==> config.mk <==
export PLATFORM = sky130hd
export DESIGN_NAME = hub75_scan
export DESIGN_NICKNAME = d
export VERILOG_FILES = /design/src/rtl/hub75_scan_pkg.sv /design/src/rtl/hub75_gamma.sv /design/src/rtl/hub75_scan.sv
export SDC_FILE = /design/constraint.sdc
export NUM_CORES = 1
export LEC_CHECK = 0
export BUFFER_PORTS_ARGS = -buffer_cell sky130_fd_sc_hd__buf_2
export CORE_UTILIZATION = 53
export DETAILED_ROUTE_END_ITERATION = 8
export PLACE_DENSITY = 0.8
export SLEW_MARGIN = 20
export SYNTH_ARGS = -nofsm -noshare
export SYNTH_HDL_FRONTEND = slang
export SYNTH_SLANG_ARGS = --single-unit
export TNS_END_PERCENT = 100
==> constraint.sdc <==
create_clock -name clk -period 2.5 [get_ports clk]
set_clock_uncertainty 0.15 [all_clocks]
set_input_delay 0.75 -clock clk [delete_from_list [all_inputs] [get_ports clk]]
set_output_delay 0.75 -clock clk [all_outputs]
set_load 0.02 [all_outputs]
==> src/rtl/hub75_scan_pkg.sv <==
// hub75_scan_pkg: panel geometry, word layout, counter widths and FSM
// encoding shared by the HUB75 scan driver and its gamma helper.
package hub75_scan_pkg;

  localparam int COLS         = 32;
  localparam int SCAN_ROWS    = 16;
  localparam int PLANES       = 4;
  localparam int BASE_CYCLES  = 8;
  localparam int BLANK_CYCLES = 2;

  localparam int COL_W   = $clog2(COLS);
  localparam int ROW_W   = $clog2(SCAN_ROWS);
  localparam int PLANE_W = $clog2(PLANES);
  localparam int ADDR_W  = ROW_W + COL_W;

  // Pixel-pair word: {bottom[47:24], top[23:0]}, each colour {B, G, R}.
  localparam int CHAN_W   = 8;
  localparam int PIXEL_W  = 24;
  localparam int WORD_W   = 2 * PIXEL_W;
  localparam int NUM_CHAN = WORD_W / CHAN_W;
  localparam int R_OFS    = 0;
  localparam int G_OFS    = 8;
  localparam int B_OFS    = 16;
  localparam int BOT_OFS  = 24;

  // One counter width serves both the SHIFT clock index (0..65) and the
  // longest display period (BASE_CYCLES << (PLANES-1)).
  localparam int SHIFT_CYCLES = 2 * COLS + 2;
  localparam int CNT_W        = $clog2(BASE_CYCLES << (PLANES - 1)) + 1;

  localparam logic [CNT_W-1:0] SHIFT_LAST   = CNT_W'(SHIFT_CYCLES - 1);
  localparam logic [CNT_W-1:0] SHIFT_ADDR_N = CNT_W'(2 * COLS);
  localparam logic [CNT_W-1:0] DISP_BASE    = CNT_W'(BASE_CYCLES);
  localparam logic [CNT_W-1:0] BLANK_LAST   = CNT_W'(BLANK_CYCLES - 1);
  localparam logic [2:0]       PLANE_BIT0   = 3'(CHAN_W - PLANES);

  typedef enum logic [1:0] {
    ST_SHIFT,
    ST_LATCH,
    ST_DISPLAY,
    ST_BLANK
  } scan_state_e;

endpackage

==> src/rtl/hub75_gamma.sv <==
// hub75_gamma: approximate gamma 2.0 curve, out = (c*c) >> 8, purely combinational.
module hub75_gamma
  import hub75_scan_pkg::*;
(
  input  logic [CHAN_W-1:0] chan_in,
  output logic [CHAN_W-1:0] chan_out
);

  logic [2*CHAN_W-1:0] square;

  // Keep only the high byte of the square so full scale stays near full scale.
  always_comb begin
    square   = (2*CHAN_W)'(chan_in) * (2*CHAN_W)'(chan_in);
    chan_out = square[2*CHAN_W-1:CHAN_W];
  end

endmodule

==> src/rtl/hub75_scan.sv <==
// hub75_scan: 1/16-scan HUB75 driver for a 32x32 panel using BCM bit planes.
// Define HUB75_SCAN_GAMMA_EN to square each sampled channel before plane selection.
module hub75_scan
  import hub75_scan_pkg::*;
(
  input  logic              clk,
  input  logic              rst,
  output logic [ADDR_W-1:0] ram_address,
  input  logic [WORD_W-1:0] ram_data,
  output logic              r0,
  output logic              g0,
  output logic              b0,
  output logic              r1,
  output logic              g1,
  output logic              b1,
  output logic              sclk,
  output logic              latch,
  output logic              oe_n,
  output logic [ROW_W-1:0]  row_addr,
  output logic              frame_start
);

  scan_state_e              state_q, state_d;
  logic                     started_q, started_d;
  logic [CNT_W-1:0]         shift_t_q, shift_t_d;
  logic [CNT_W-1:0]         cnt_q, cnt_d;
  logic [ROW_W-1:0]         row_q, row_d;
  logic [PLANE_W-1:0]       plane_q, plane_d;
  logic [ADDR_W-1:0]        ram_address_q, ram_address_d;
  logic [NUM_CHAN-1:0]      rgb_q, rgb_d;
  logic                     sclk_q, sclk_d;
  logic                     latch_q, latch_d;
  logic                     oe_n_q, oe_n_d;
  logic [ROW_W-1:0]         row_addr_q, row_addr_d;
  logic                     frame_start_q, frame_start_d;

  logic [NUM_CHAN-1:0][CHAN_W-1:0] chan_raw;
  logic [NUM_CHAN-1:0][CHAN_W-1:0] chan_val;
  logic [2:0]                      bit_idx;

  // Split the pixel pair into channels in word order: top R,G,B then bottom R,G,B.
  always_comb begin
    for (int i = 0; i < NUM_CHAN; i++) begin
      chan_raw[i] = ram_data[i*CHAN_W +: CHAN_W];
    end
  end

`ifdef HUB75_SCAN_GAMMA_EN
  for (genvar i = 0; i < NUM_CHAN; i++) begin : g_gamma
    hub75_gamma u_gamma (
      .chan_in  (chan_raw[i]),
      .chan_out (chan_val[i])
    );
  end
`else
  assign chan_val = chan_raw;
`endif

  // Next-state and next-output logic; every output is the registered copy of its _d.
  always_comb begin
    state_d       = state_q;
    started_d     = started_q;
    shift_t_d     = shift_t_q;
    cnt_d         = cnt_q;
    row_d         = row_q;
    plane_d       = plane_q;
    ram_address_d = ram_address_q;
    rgb_d         = rgb_q;
    sclk_d        = sclk_q;
    latch_d       = 1'b0;
    oe_n_d        = oe_n_q;
    row_addr_d    = row_addr_q;
    frame_start_d = 1'b0;
    bit_idx       = PLANE_BIT0 + {1'b0, plane_q};

    if (!started_q) begin
      // The reset period stands in for the clock before SHIFT t=0.
      started_d     = 1'b1;
      state_d       = ST_SHIFT;
      shift_t_d     = '0;
      ram_address_d = {row_q, COL_W'(0)};
      frame_start_d = (row_q == '0) && (plane_q == '0);
      sclk_d        = 1'b0;
      oe_n_d        = 1'b1;
    end else begin
      case (state_q)
        ST_SHIFT: begin
          if (shift_t_q == SHIFT_LAST) begin
            state_d    = ST_LATCH;
            latch_d    = 1'b1;
            sclk_d     = 1'b0;
            row_addr_d = row_q;
          end else begin
            shift_t_d = shift_t_q + 1'b1;
            if (shift_t_q[0]) begin
              for (int i = 0; i < NUM_CHAN; i++) begin
                rgb_d[i] = chan_val[i][bit_idx];
              end
              sclk_d = 1'b0;
            end else if (shift_t_q != '0) begin
              sclk_d = 1'b1;
            end
            if (shift_t_d < SHIFT_ADDR_N) begin
              ram_address_d = {row_q, shift_t_d[COL_W:1]};
            end
          end
        end
        ST_LATCH: begin
          state_d = ST_DISPLAY;
          oe_n_d  = 1'b0;
          cnt_d   = (DISP_BASE << plane_q) - 1'b1;
        end
        ST_DISPLAY: begin
          if (cnt_q == '0) begin
            state_d = ST_BLANK;
            oe_n_d  = 1'b1;
            cnt_d   = BLANK_LAST;
          end else begin
            cnt_d = cnt_q - 1'b1;
          end
        end
        ST_BLANK: begin
          if (cnt_q == '0) begin
            if (plane_q == PLANE_W'(PLANES - 1)) begin
              plane_d = '0;
              row_d   = (row_q == ROW_W'(SCAN_ROWS - 1)) ? '0 : row_q + 1'b1;
            end else begin
              plane_d = plane_q + 1'b1;
            end
            state_d       = ST_SHIFT;
            shift_t_d     = '0;
            ram_address_d = {row_d, COL_W'(0)};
            frame_start_d = (row_d == '0) && (plane_d == '0);
          end else begin
            cnt_d = cnt_q - 1'b1;
          end
        end
        default: begin
          state_d = ST_SHIFT;
        end
      endcase
    end
  end

  // State and output registers; reset returns the panel to dark and idle at once.
  always_ff @(posedge clk or negedge rst) begin
    if (!rst) begin
      state_q       <= ST_SHIFT;
      started_q     <= 1'b0;
      shift_t_q     <= '0;
      cnt_q         <= '0;
      row_q         <= '0;
      plane_q       <= '0;
      ram_address_q <= '0;
      rgb_q         <= '0;
      sclk_q        <= 1'b0;
      latch_q       <= 1'b0;
      oe_n_q        <= 1'b1;
      row_addr_q    <= '0;
      frame_start_q <= 1'b0;
    end else begin
      state_q       <= state_d;
      started_q     <= started_d;
      shift_t_q     <= shift_t_d;
      cnt_q         <= cnt_d;
      row_q         <= row_d;
      plane_q       <= plane_d;
      ram_address_q <= ram_address_d;
      rgb_q         <= rgb_d;
      sclk_q        <= sclk_d;
      latch_q       <= latch_d;
      oe_n_q        <= oe_n_d;
      row_addr_q    <= row_addr_d;
      frame_start_q <= frame_start_d;
    end
  end

  assign ram_address = ram_address_q;
  assign r0          = rgb_q[R_OFS / CHAN_W];
  assign g0          = rgb_q[G_OFS / CHAN_W];
  assign b0          = rgb_q[B_OFS / CHAN_W];
  assign r1          = rgb_q[(BOT_OFS + R_OFS) / CHAN_W];
  assign g1          = rgb_q[(BOT_OFS + G_OFS) / CHAN_W];
  assign b1          = rgb_q[(BOT_OFS + B_OFS) / CHAN_W];
  assign sclk        = sclk_q;
  assign latch       = latch_q;
  assign oe_n        = oe_n_q;
  assign row_addr    = row_addr_q;
  assign frame_start = frame_start_q;

endmodule

==> out/results.env, run 1 <==
OUTCOME='finished, final reports clean'
FP.DIEH_UM=74.0
NUM_ANTENNA_CELLS=0
DESIGN.DIE.AREA_UM2=5480
DRTPASS1ITERATIONS=4
SYNTH_EDF_COUNT=0
NUMBER_OF_ANTENNA_VIOLATIONS_AT_THE_FIRST_CHECK_IN_GLOBAL_ROUTING=0
CRITICAL_PATH.ENDPOINT_TYPE='flop'
CRIT-REG2REG-CAPTURE='ram_address[5]'
GP_CONGESTION=0.839
ACHIEVABLE-FREQUENCY_MHz=481
SYNTHDISTINCTLIBCELLS=54
DRIVE_GT1_SHARE_PCT=29.9
TOTAL_CORE_AREA_UM2=4850
FLOORPLAN.ROWS=25
YOSYSSEQAREASHARE_PCT=41.9
POST-ROUTE-MIN-PERIOD_NS=2.08
WORSTPATHREQUIRED_NS=2.54
PLACEMENT.IO_BUFFERS=48
ROUTEDWLPERCELL_UM=14.6
POWER_LEAKAGE_nW=1.57
PERIOD_SHARE_PCT=83.1
INSERTION_DELAY_NS=0.30
CTS_MADE_BUFFERS=5
SLEW_VIOL_FINAL=0
VIAS_PER_CELL=5.67
NUMBER_OF_BUFFERS_INSERTED_FOR_HOLD_REPAIR_AFTER_CLOCK_TREE_SYNTHESIS=0
POST_SYNTH_INST_COUNT=264
STARTPOINT_TYPE='flop'
GRT_SETUP_UNREPAIRED='false'
ANT_NETS=0
CLKSINKCOUNT=46
DRT_ITER0_DRC=254
LAYOUT_COMMONEST_CELL='sky130_fd_sc_hd__buf_2'
POST_LAYOUT_TOTAL_POWER_mW=1.52
CRITICAL-PATH-SLOWEST-CELL='sky130_fd_sc_hd__or3_4'
GRT_USAGE_PCT=21.8
SYNTH_FLOP_CELL='sky130_fd_sc_hd__dfrtp_1'
PRE_CTS_WS_NS=0.431
DRV.MAX_CAP_VIOLATION_COUNT=0
GRT_BUSIEST_LAYER='met2'
TIMING.CRITICAL_PATH.CELLS='ha_1 -> nand3_4 -> or3_4 -> a21oi_4 -> nor2_4 -> mux2_4'
CTS-ROOT-BUF='sky130_fd_sc_hd__clkbuf_8'
POSTROUTEWIRELENGTH_MM=5.61
NUM_IO_PINS=73
GRT_START_MAX_NET_PINS=24
WORST-SLEW-PIN-TRANSITION_NS=0.532
PLACE_INST=377
FIN_NETS=382
ASYNC_RESET_FF_SHARE_PCT=100
WORST_PATH_DOMINANT_CELL_FAMILY='simple AND/OR/NAND/NOR gates'
SYN-MEAN-INSTANCE-AREA_UM2=10.4
SYNTH_NETS=329
CRITICALPATHCATEGORY='flop to flop'
FINAL-HOLD-VIOLATION-COUNT=0
FIRST_GLOBAL_VIAS=2043
WORST_IR_DROP_VDD_mV=0.445
POST_CTS_RESIZED=0
POWER.DENSITY_CELL_AREA_nW_PER_UM2=476
ROUTED-VIA-COUNT=2183
YOSYS_REGISTER_BITS=46
CRITICAL_PATH_ARRIVAL_NS=2.12
CLOCK_TREE.BUFFER_DEPTH=2
WORST_SLEW_MARGIN_REL_PCT=64.5
FINALSETUPVIOLCOUNT=0
AREA.GROWTH.SYNTH_TO_FINAL_PCT=16.2
WORST-R2R-CELL-COUNT=6
SYNTH.YOSYS.WARNINGS=0
CLOCK_TREE_FROM_TRITONCTS='done'
TIMING.CRITICAL_PATH.SLOWEST_CELL_DELAY_NS=0.42
DIE_X_UM=74.0
SYN_AREA_UM2=2750
HOLD_PATH_CLASS='input port to asynchronous set/reset pin'
DRC=0
CLKTRANSATPATHREGS_NS=0.09
GR-USAGE-MET3_PCT=4.34
CRIT_FANOUT=5
POSTCTSSETUPBUFFERS=0
CP.BUFFERS_INVERTERS=0
TNS_NS=0
GRT_FIRST_PASS_WIRELENGTH_MM=9.14
CTS.HTREE.LEVELS=2
CP-STARTPOINT='shift_t_q[0]'
DP_HPWL_MM=4.17
GLOBALROUTEMET1UTIL_PCT=28.2
START_UTIL_PCT=56.7
GRT_USE_MET2_PCT=38.6
POSTLAYOUTSETUPSLACKWORST_NS=0.421
LAYOUTNONFILLERINSTCOUNT=385
FILLERS=389
GRT_OVERFLOW_TOTAL=0
WORSTREG2REGSTART='shift_t_q[0]'
RRSETUPSLACK_NS=0.42
LEADING_CELL_TYPES_IN_THE_LAYOUT_FILL_AND_TAPS_EXCLUDED='48 x sky130_fd_sc_hd__buf_2, 45 x sky130_fd_sc_hd__dfrtp_1, 28 x sky130_fd_sc_hd__nand2_1'
-- Yosys cell counts, types with 3 or more instances --
cell | count | area [um^2]
sky130_fd_sc_hd__nor2_4 | 3 | 33.8
sky130_fd_sc_hd__inv_1 | 18 | 67.6
sky130_fd_sc_hd__a21o_1 | 4 | 30.0
sky130_fd_sc_hd__nand4_1 | 4 | 25.0
sky130_fd_sc_hd__nand3_1 | 9 | 45.0
sky130_fd_sc_hd__mux2_2 | 7 | 78.8
sky130_fd_sc_hd__mux2_4 | 3 | 45.0
sky130_fd_sc_hd__a21oi_1 | 8 | 40.0
sky130_fd_sc_hd__nor3_1 | 7 | 35.0
sky130_fd_sc_hd__xor2_1 | 3 | 26.3
sky130_fd_sc_hd__mux4_2 | 6 | 135
sky130_fd_sc_hd__clkbuf_1 | 6 | 22.5
sky130_fd_sc_hd__mux2i_1 | 5 | 50.1
sky130_fd_sc_hd__nor2b_1 | 3 | 18.8
sky130_fd_sc_hd__nor2_1 | 13 | 48.8
sky130_fd_sc_hd__ha_1 | 15 | 188
sky130_fd_sc_hd__and3_1 | 3 | 18.8
sky130_fd_sc_hd__xnor2_1 | 7 | 61.3
sky130_fd_sc_hd__a31oi_1 | 6 | 37.5
sky130_fd_sc_hd__nand2_1 | 28 | 105
sky130_fd_sc_hd__o21ai_0 | 12 | 60.1
sky130_fd_sc_hd__mux2_1 | 5 | 56.3
sky130_fd_sc_hd__o22ai_1 | 7 | 43.8
sky130_fd_sc_hd__dfrtp_1 | 45 | 1130
-- registers in the layout, summed over array words and instances (netlist names), 2 cells and up --
name and cells:
row_addr 4, cnt_q 7, row_q 4, state_q 2
ram_address 9, plane_q 2, shift_t_q 7, rgb_q 6
-- per-layer routing --
layer / wire [um] / vias to the layer above / share of wire, %
met5: 0 / - / 0
met2: 2820 / 68 / 50
met4: 34 / 0 / 0.61
li1: - / 1046 / -
met3: 301 / 9 / 5.4
met1: 2460 / 1060 / 44
-- cell type report --
type | instances | area, um^2 | share of cell area [%]
Multi-Input combinational cell | 190 | 1480 | 46.3
Sequential cell | 46 | 1150 | 36.1
Timing Repair Buffer | 56 | 300 | 9.40
Tap cell | 67 | 83.8 | 2.62
Clock buffer | 5 | 68.8 | 2.15
Inverter | 18 | 67.6 | 2.11
Clock inverter | 3 | 43.8 | 1.37
-- report_power, final --
part           leakage, nW  total [mW]  switching [mW]  internal, mW
Combinational        0.893       0.165          0.0935        0.0720
Sequential           0.616       0.792          0.0199         0.772
Clock               0.0585       0.563           0.263         0.300
-- worst register-to-register path, stage by stage, from the launching register on --
cell and delay, ns:
sky130_fd_sc_hd__dfrtp_1 0.36, sky130_fd_sc_hd__ha_1 0.28, sky130_fd_sc_hd__nand3_4 0.13, sky130_fd_sc_hd__or3_4 0.42
sky130_fd_sc_hd__a21oi_4 0.24, sky130_fd_sc_hd__nor2_4 0.09, sky130_fd_sc_hd__mux2_4 0.30
-- kinds of logic (layout without fill, tap and decap cells) --
kind of cell / count (synthesis) / count (layout) / share of synthesized area, %
other: 1 / 1 / 0.136
adder cells (fa/ha/maj): 15 / 15 / 6.83
AO/OA/AOI/OAI: 55 / 55 / 13.5
multiplexers: 26 / 26 / 13.3
buffers and inverters: 28 / 82 / 4.28
AND/OR/NAND/NOR: 83 / 83 / 16.8
XOR/XNOR: 10 / 10 / 3.19
flip-flops: 46 / 46 / 41.9
-- stage by stage --
step | hold WS (ns) | instance area, um^2 | util [%]
2_1_floorplan | 0.304 | 2750 | -
3_3_place_gp | 0.315 | 3080 | 63.6
3_5_place_dp | 0.324 | 3080 | 63.6
4_1_cts | 0.291 | 3200 | 65.9
5_1_grt | 0.311 | 3200 | 65.9
6_report | 0.274 | 3200 | 65.9
-- worst max-delay path by stage --
stage	to	slack, ns	cells past startpoint
after floorplan	ram_address[5]	0.41	6
after global placement	ram_address[6]	0.45	6
after detailed placement	ram_address[5]	0.43	6
after CTS	ram_address[5]	0.41	6
after global routing	frame_start	0.30	6
final	ram_address[5]	0.42	6
Power figures use the tool's default switching activity.
==> run 2: changes to the inputs <==
Settings changed: CORE_UTILIZATION 53 to 48, PLACE_DENSITY 0.8 to 0.77.
Clock period 2.5 ns to 1.7 ns, I/O delays scaled along.
==> out/results.env, run 2 (synthesis gave the netlist of run 1 again) <==
POWER.DENSITY_CELL_AREA_nW_PER_UM2=556  # +17%
NUMBER_OF_ANTENNA_VIOLATIONS_AT_THE_FIRST_CHECK_IN_GLOBAL_ROUTING=0  # unchanged
FP.DIEH_UM=77.7  # +4.9%
FINALSETUPVIOLCOUNT=42  # +42
CRITICAL-PATH-SLOWEST-CELL='sky130_fd_sc_hd__dfrtp_1'
GLOBALROUTEMET1UTIL_PCT=30.2  # +2.0 points
OUTCOME='complete, but fails checks'
LAYOUT_COMMONEST_CELL='sky130_fd_sc_hd__buf_4'
CLKSINKCOUNT=46  # unchanged
PERIOD_SHARE_PCT=115  # +31 points
HOLD_PATH_CLASS='input port to asynchronous set/reset pin'
WORST_PATH_DOMINANT_CELL_FAMILY='compound AO/OA/AOI/OAI gates'
START_UTIL_PCT=49.9  # -6.8 points
FIN_NETS=451  # +18%
CLOCK_TREE.BUFFER_DEPTH=2  # unchanged
NUM_ANTENNA_CELLS=0  # unchanged
CLKTRANSATPATHREGS_NS=0.09  # about the same
CLOCK_TREE_FROM_TRITONCTS='done'
GRT_USAGE_PCT=26.7  # +4.9 points
TIMING.HOLD.WS_NS=0.0188  # -0.255 ns
WORST-PATH-STAGES=7  # +1
DRC=0  # unchanged
CRITICAL-PATH-TOP-CELL-BY-COUNT='sky130_fd_sc_hd__buf_4'
ROUTEDWLPERCELL_UM=18.1  # +24%
STARTPOINT_TYPE='flop'
TNS_NS=-6.05  # -6.05 ns
WORST_SETUP_PATH_ENDPOINT='cnt_q[5]'
GRT_START_MAX_NET_PINS=47  # +96%
ROUTED-VIA-COUNT=2660  # +22%
RRSETUPSLACK_NS=-0.25  # -0.67 ns
CP.BUFFERS_INVERTERS=3  # +3
FILLERS=344  # -12%
LEADING_CELL_TYPES_IN_THE_LAYOUT_FILL_AND_TAPS_EXCLUDED='60 x sky130_fd_sc_hd__buf_4, 48 x sky130_fd_sc_hd__buf_2, 42 x sky130_fd_sc_hd__dfrtp_1'
TOTAL_CORE_AREA_UM2=5510  # +14%
CRITICAL_PATH_ARRIVAL_NS=2.02  # -0.10 ns
FINAL-HOLD-VIOLATION-COUNT=0  # unchanged
WORSTREG2REGSTART='cnt_q[3]'
CRIT-REG2REG-CAPTURE='cnt_q[5]'
DESIGN.DIE.AREA_UM2=6030  # +10%
GR-USAGE-MET3_PCT=4.59  # +0.25 points
GP_CONGESTION=0.826  # -1.6%
ACHIEVABLE-FREQUENCY_MHz=514  # +6.7%
CTS_MADE_BUFFERS=5  # unchanged
VIAS_PER_CELL=5.80  # +2.2%
FINAL_CELL_AREA_UM2=4190  # +31%
CRIT_FANOUT=4  # -1
DRIVE_GT1_SHARE_PCT=54.8  # +25 points
POSTROUTEWIRELENGTH_MM=8.31  # +48%
AREA.GROWTH.SYNTH_TO_FINAL_PCT=52.5
CTS.HTREE.LEVELS=2  # unchanged
INSERTION_DELAY_NS=0.31  # about the same
MULTI_INPUT_AREA_UM2=1840  # +24%
DIE_X_UM=77.7  # +4.9%
GRT_FIRST_PASS_WIRELENGTH_MM=12.3  # +35%
POST_LAYOUT_TOTAL_POWER_mW=2.33  # +53%
CRITICAL_PATH.ENDPOINT_TYPE='flop'
CRITICALPATHCATEGORY='flop to flop'
ANT_NETS=0  # unchanged
POST-ROUTE-MIN-PERIOD_NS=1.95  # -0.131 ns
DRTPASS1ITERATIONS=7  # +3
POSTLAYOUTSETUPSLACKWORST_NS=-0.247  # -0.669 ns
POWER_LEAKAGE_nW=2.02  # +29%
CTS-ROOT-BUF='sky130_fd_sc_hd__clkbuf_8'
PRE_CTS_WS_NS=-0.205  # -0.636 ns
GRT_BUSIEST_LAYER='met2'
STORAGE_CELL_AREA_UM2=1160  # +0.33%
GRT_USE_MET2_PCT=49.7  # +11 points
GRT_OVERFLOW_TOTAL=0  # unchanged
FIRST_GLOBAL_VIAS=2634  # +29%
CP-STARTPOINT='cnt_q[3]'
VIOLATED_CHECKS='setup timing'
GRT_SETUP_UNREPAIRED='true'
LARGEST_REG_FLOPS=9  # unchanged
DRT_ITER0_DRC=148  # -42%
WORST-R2R-CELL-COUNT=7  # +1
FLOORPLAN.ROWS=27  # +8.0%
PLACED_AREA_UM2=3560  # +16%
SLEW_VIOL_FINAL=0  # unchanged
PLACEMENT.IO_BUFFERS=48  # unchanged
DRV.MAX_CAP_VIOLATION_COUNT=0  # unchanged
WORST_IR_DROP_VDD_mV=0.429  # -3.7%
WORSTPATHREQUIRED_NS=1.77  # -0.77 ns
TIMING.CRITICAL_PATH.SLOWEST_CELL_DELAY_NS=0.42  # about the same
NUM_IO_PINS=73  # unchanged
TIMING.CRITICAL_PATH.CELLS='nor4_4 -> buf_4 -> buf_4 -> a41o_4 -> buf_12 -> a21oi_1 -> o22ai_1'
NUMBER_OF_BUFFERS_INSERTED_FOR_HOLD_REPAIR_AFTER_CLOCK_TREE_SYNTHESIS=0  # unchanged
DP_HPWL_MM=4.73  # +14%
## run 2: changes by cell type in the layout (fill, tap and decap cells not counted), moves of 4 or more
cell	delta
sky130_fd_sc_hd__buf_4	+52
sky130_fd_sc_hd__buf_6	+11
sky130_fd_sc_hd__mux2_4	+11
sky130_fd_sc_hd__o21ai_0	-9
sky130_fd_sc_hd__mux2_2	-6
sky130_fd_sc_hd__o21ai_1	+6
sky130_fd_sc_hd__buf_12	+5
sky130_fd_sc_hd__mux2_1	-5
sky130_fd_sc_hd__ha_1	-4
sky130_fd_sc_hd__nor2_1	-4
sky130_fd_sc_hd__nor3_1	-4
## run 2: power by group
| group | internal (mW) | leakage, nW | switching (mW) |
|---|---|---|---|
| clock network | 0.441 | 0.0585 | 0.395 |
| registers | 1.14 | 0.612 | 0.0292 |
| logic | 0.160 | 1.35 | 0.170 |
## run 2: metrics by stage
stage | instances | util (%)
final | 459 | 76.1
after global routing | 459 | 76.1
after CTS | 454 | 72.6
after detailed placement | 436 | 64.7
after global placement | 436 | 64.7
after floorplan | 264 | -
## run 2: worst min path at each step
stage,to,slack (ns)
finish,cnt_q[0],0.02
global route,shift_t_q[4],0.03
CTS,cnt_q[1],0.03
detailed placement,rgb_q[5],0.34
global placement,rgb_q[5],0.34
floorplan,cnt_q[0],0.06
## run 2: repair_timing
| item | CTS | global route |
|---|---|---|
| setup endpoints to repair | 42 | 43 |
| resized for setup | 52 | 34 |
| pin swaps | 15 | 28 |
| setup buffers | 10 | 6 |
## run 2: worst reg2reg max path, stage by stage (launching register included)
cell                      delay, ns
sky130_fd_sc_hd__dfrtp_1       0.42
sky130_fd_sc_hd__nor4_4        0.38
sky130_fd_sc_hd__buf_4         0.20
sky130_fd_sc_hd__buf_4         0.12
sky130_fd_sc_hd__a41o_4        0.24
sky130_fd_sc_hd__buf_12        0.12
sky130_fd_sc_hd__a21oi_1       0.05
sky130_fd_sc_hd__o22ai_1       0.18
## run 2: layout make-up
type                       instances  share of cell area [%]
clock buffer                       5                    1.64
clock inverter                     3                    1.04
inverter                          18                    1.61
multi-input combinational        190                    43.8
sequential                        46                    27.6
tap                               72                    2.15
timing repair buffer             125                    22.2
## run 2: layer usage
| layer | share of wire [%] | routed length [um] |
|---|---|---|
| met5 | 0 | 0 |
| met4 | 2.6 | 214 |
| met3 | 5.6 | 462 |
| met2 | 55 | 4530 |
| met1 | 37 | 3100 |
==> run 3: changes to the inputs <==
Settings changed: ABC_AREA set to 1, CORE_MARGIN set to 2, PLACE_DENSITY 0.77 to 0.76, SKIP_LAST_GASP set to 1.
==> out/results.env, run 3 <==
SYNTH_TOP_CELLS_BY_COUNT='101 x sky130_fd_sc_hd__nand2_1, 45 x sky130_fd_sc_hd__dfrtp_1, 42 x sky130_fd_sc_hd__o21ai_0, 40 x sky130_fd_sc_hd__nor2_1, 28 x sky130_fd_sc_hd__inv_1'
CRITICAL-PATH-SLOWEST-CELL='sky130_fd_sc_hd__dfrtp_1'
INSERTION_DELAY_NS=0.30  # about the same
MULTI_INPUT_AREA_UM2=1630  # -11%
PLACED_AREA_UM2=3370  # -5.5%
ROUTEDWLPERCELL_UM=12.9  # -29%
POST_SYNTH_INST_COUNT=363  # +38%
ASYNC_RESET_FF_SHARE_PCT=100  # unchanged
FIN_NETS=521  # +16%
FINAL_CELL_AREA_UM2=3720  # -11%
TIMING.CRITICAL_PATH.SLOWEST_CELL_DELAY_NS=0.41  # about the same
LEADING_CELL_TYPES_IN_THE_LAYOUT_FILL_AND_TAPS_EXCLUDED='91 x sky130_fd_sc_hd__nand2_1, 48 x sky130_fd_sc_hd__buf_2, 43 x sky130_fd_sc_hd__dfrtp_1'
DRT_ITER0_DRC=184  # +24%
YOSYSTOPAREACELL='sky130_fd_sc_hd__dfrtp_1'
HOLD_PATH_CLASS='flop to flop'
WORST-R2R-CELL-COUNT=10  # +3
CLKTRANSATPATHREGS_NS=0.09  # about the same
WORSTPATHREQUIRED_NS=1.78  # about the same
SYN_AREA_UM2=2810  # +2.3%
HOLDPATHEND='ram_address[4]'
CRITICAL_PATH_ARRIVAL_NS=1.79  # -0.23 ns
PLACEMENT.IO_BUFFERS=48  # unchanged
NUM_IO_PINS=73  # unchanged
CTS.HTREE.LEVELS=2  # unchanged
DESIGN.DIE.AREA_UM2=6490  # +7.5%
CLOCK_TREE.BUFFER_DEPTH=2  # unchanged
VIAS_PER_CELL=5.15  # -11%
NUM_ANTENNA_CELLS=0  # unchanged
SYNTH.YOSYS.WARNINGS=0  # unchanged
GP_CONGESTION=0.907  # +9.9%
SYNTH_TOP_CELL_AREA_SHARE_PCT=40.0  # -0.93 points
DIE_X_UM=80.6  # +3.7%
CLKSINKCOUNT=46  # unchanged
WORST_PATH_DOMINANT_CELL_FAMILY='buffers and inverters'
WORST_IR_DROP_VDD_mV=0.885  # +110%
SYNTH_NETS=428  # +30%
SLEW_VIOL_FINAL=0  # unchanged
DRIVE_GT1_SHARE_PCT=35.7  # -19 points
HOLD_PATH_STARTPOINT='ram_address[4]'
CTS-ROOT-BUF='sky130_fd_sc_hd__clkbuf_8'
FINAL-HOLD-VIOLATION-COUNT=0  # unchanged
OUTCOME='complete, but fails checks'
GRT_OVERFLOW_TOTAL=0  # unchanged
VIOLATED_CHECKS='setup timing'
NUMBER_OF_ANTENNA_VIOLATIONS_AT_THE_FIRST_CHECK_IN_GLOBAL_ROUTING=0  # unchanged
POSTROUTEWIRELENGTH_MM=6.80  # -18%
START_UTIL_PCT=50.5  # +0.54 points
POST-ROUTE-MIN-PERIOD_NS=1.71  # -0.235 ns
TNS_NS=-0.0167  # +6.03 ns
ANT_NETS=0  # unchanged
FIRST_GLOBAL_VIAS=2589  # -1.7%
DRTPASS1ITERATIONS=4  # -3
CLOCK_TREE_FROM_TRITONCTS='done'
TIMING.HOLD.WORST_PATH_DEPTH=2
PRE_CTS_WS_NS=-0.0688  # +0.136 ns
POWER.DENSITY_CELL_AREA_nW_PER_UM2=1400  # +150%
YOSYSSEQAREASHARE_PCT=41.0  # -0.95 points
NETLIST_TOP_CELLS_AREA='sky130_fd_sc_hd__dfrtp_1 40%, sky130_fd_sc_hd__nand2_1 13%, sky130_fd_sc_hd__o21ai_0 7.5%, sky130_fd_sc_hd__ha_1 6.7%, sky130_fd_sc_hd__nor2_1 5.3%'
AREA.GROWTH.SYNTH_TO_FINAL_PCT=32.3
GRT_START_MAX_NET_PINS=34  # -28%
ACHIEVABLE-FREQUENCY_MHz=584  # +14%
GRT_USAGE_PCT=21.8  # -4.8 points
POST-SYNTH-TOP-COUNT-CELL='sky130_fd_sc_hd__nand2_1'
LARGEST_REG_FLOPS=9  # unchanged
STARTPOINT_TYPE='flop'
DP_HPWL_MM=4.83  # +2.0%
CTS_MADE_BUFFERS=5  # unchanged
FINALSETUPVIOLCOUNT=2  # -95%
CRIT_FANOUT=8  # +4
SYN-MEAN-INSTANCE-AREA_UM2=7.75  # -26%
CP.BUFFERS_INVERTERS=4  # +1
DRV.MAX_CAP_VIOLATION_COUNT=0  # unchanged
TIMING.CRITICAL_PATH.CELLS='buf_4 -> ha_4 -> nand2_2 -> inv_2 -> nand2_4 -> inv_4 -> nor2_8 -> buf_12 -> nand2_1 -> o21ai_1'
FILLERS=463  # +35%
POST_LAYOUT_TOTAL_POWER_mW=5.22  # +120%
POWER_LEAKAGE_nW=1.88  # -6.9%
RRSETUPSLACK_NS=-0.01  # +0.23 ns
SYNTH_FLOP_CELL='sky130_fd_sc_hd__dfrtp_1'
YOSYS_REGISTER_BITS=46  # unchanged
WORSTREG2REGSTART='state_q[0]'
CRITICALPATHCATEGORY='flop to flop'
TOTAL_CORE_AREA_UM2=5570  # +1.2%
CRITICAL_PATH.ENDPOINT_TYPE='flop'
POSTLAYOUTSETUPSLACKWORST_NS=-0.0125  # +0.235 ns
SYNTHDISTINCTLIBCELLS=32  # -41%
LAYOUT_COMMONEST_CELL='sky130_fd_sc_hd__nand2_1'
CRIT-REG2REG-CAPTURE='shift_t_q[4]'
SYNTH_EDF_COUNT=0  # unchanged
PERIOD_SHARE_PCT=101  # -14 points
FLOORPLAN.ROWS=27  # unchanged
GRT_FIRST_PASS_WIRELENGTH_MM=11.1  # -10%
DRC=0  # unchanged
GRT_SETUP_UNREPAIRED='true'
FP.DIEH_UM=80.6  # +3.7%
STORAGE_CELL_AREA_UM2=1150  # -0.11%
ROUTED-VIA-COUNT=2718  # +2.2%
## run 3: cell type report
class                   instances  share of cell area (%)
multi-input cells             278                    43.7
flip-flops and latches         46                    31.0
repair buffers                 91                    16.2
inverters                      34                    3.63
well taps                      72                    2.42
clock buffers                   6                    2.22
clock inverters                 1                   0.807
## run 3: cell families (layout without fill, tap and decap cells)
kind of cell,Yosys count,in the layout,share of synthesized area (%)
xor+xnor,4,4,1.25
flops,46,46,41.0
simple gates,193,195,32.9
buf+inv,41,132,6.49
other cells,1,1,0.133
compound gates,63,63,11.6
fa+ha+maj,15,15,6.67
## run 3: metal layers
metal	part of all wire, %	up-vias	track usage [%]
li1	-	1364	-
met1	43	1265	26.5
met2	50	76	38.3
met3	4.2	13	4.16
met4	2.2	0	8.14
met5	0	-	0
## run 3: worst max-delay path by stage
stage,from,end,cells after the start
3_3_place_gp,state_q[0],rgb_q[5],8
6_report,state_q[0],shift_t_q[4],10
2_1_floorplan,cnt_q[0],ram_address[7],11
3_5_place_dp,state_q[0],rgb_q[2],8
4_1_cts,cnt_q[0],ram_address[5],11
5_1_grt,state_q[0],ram_address[2],7
## run 3: report_power, final
| part | switching [mW] | internal, mW |
|---|---|---|
| Sequential | 0.256 | 1.38 |
| Combinational | 1.56 | 1.18 |
| Clock | 0.372 | 0.471 |
## run 3: what timing repair did
item / CTS / global route
setup endpoints to repair: 20 / 35
endpoints found under the hold margin: 12 / 0
hold buffers: 1 / 0
buffers inserted: 1 / 8
gates cloned: 0 / 2
resized for setup: 13 / 37
pin swaps: 4 / 19
## run 3: tightest hold or removal path: cells and delay by family, from the launching register on
family / cells / cell delay (ns)
flops: 1 / 0.35
simple gates: 2 / 0.11
## run 3: metrics by stage
step / util [%] / hold WS, ns / instances
floorplan: - / 0.0644 / 363
global placement: 60.4 / 0.285 / 509
detailed placement: 60.4 / 0.295 / 509
CTS: 63.3 / 0.325 / 518
global route: 66.8 / 0.350 / 528
finish: 66.8 / 0.330 / 528
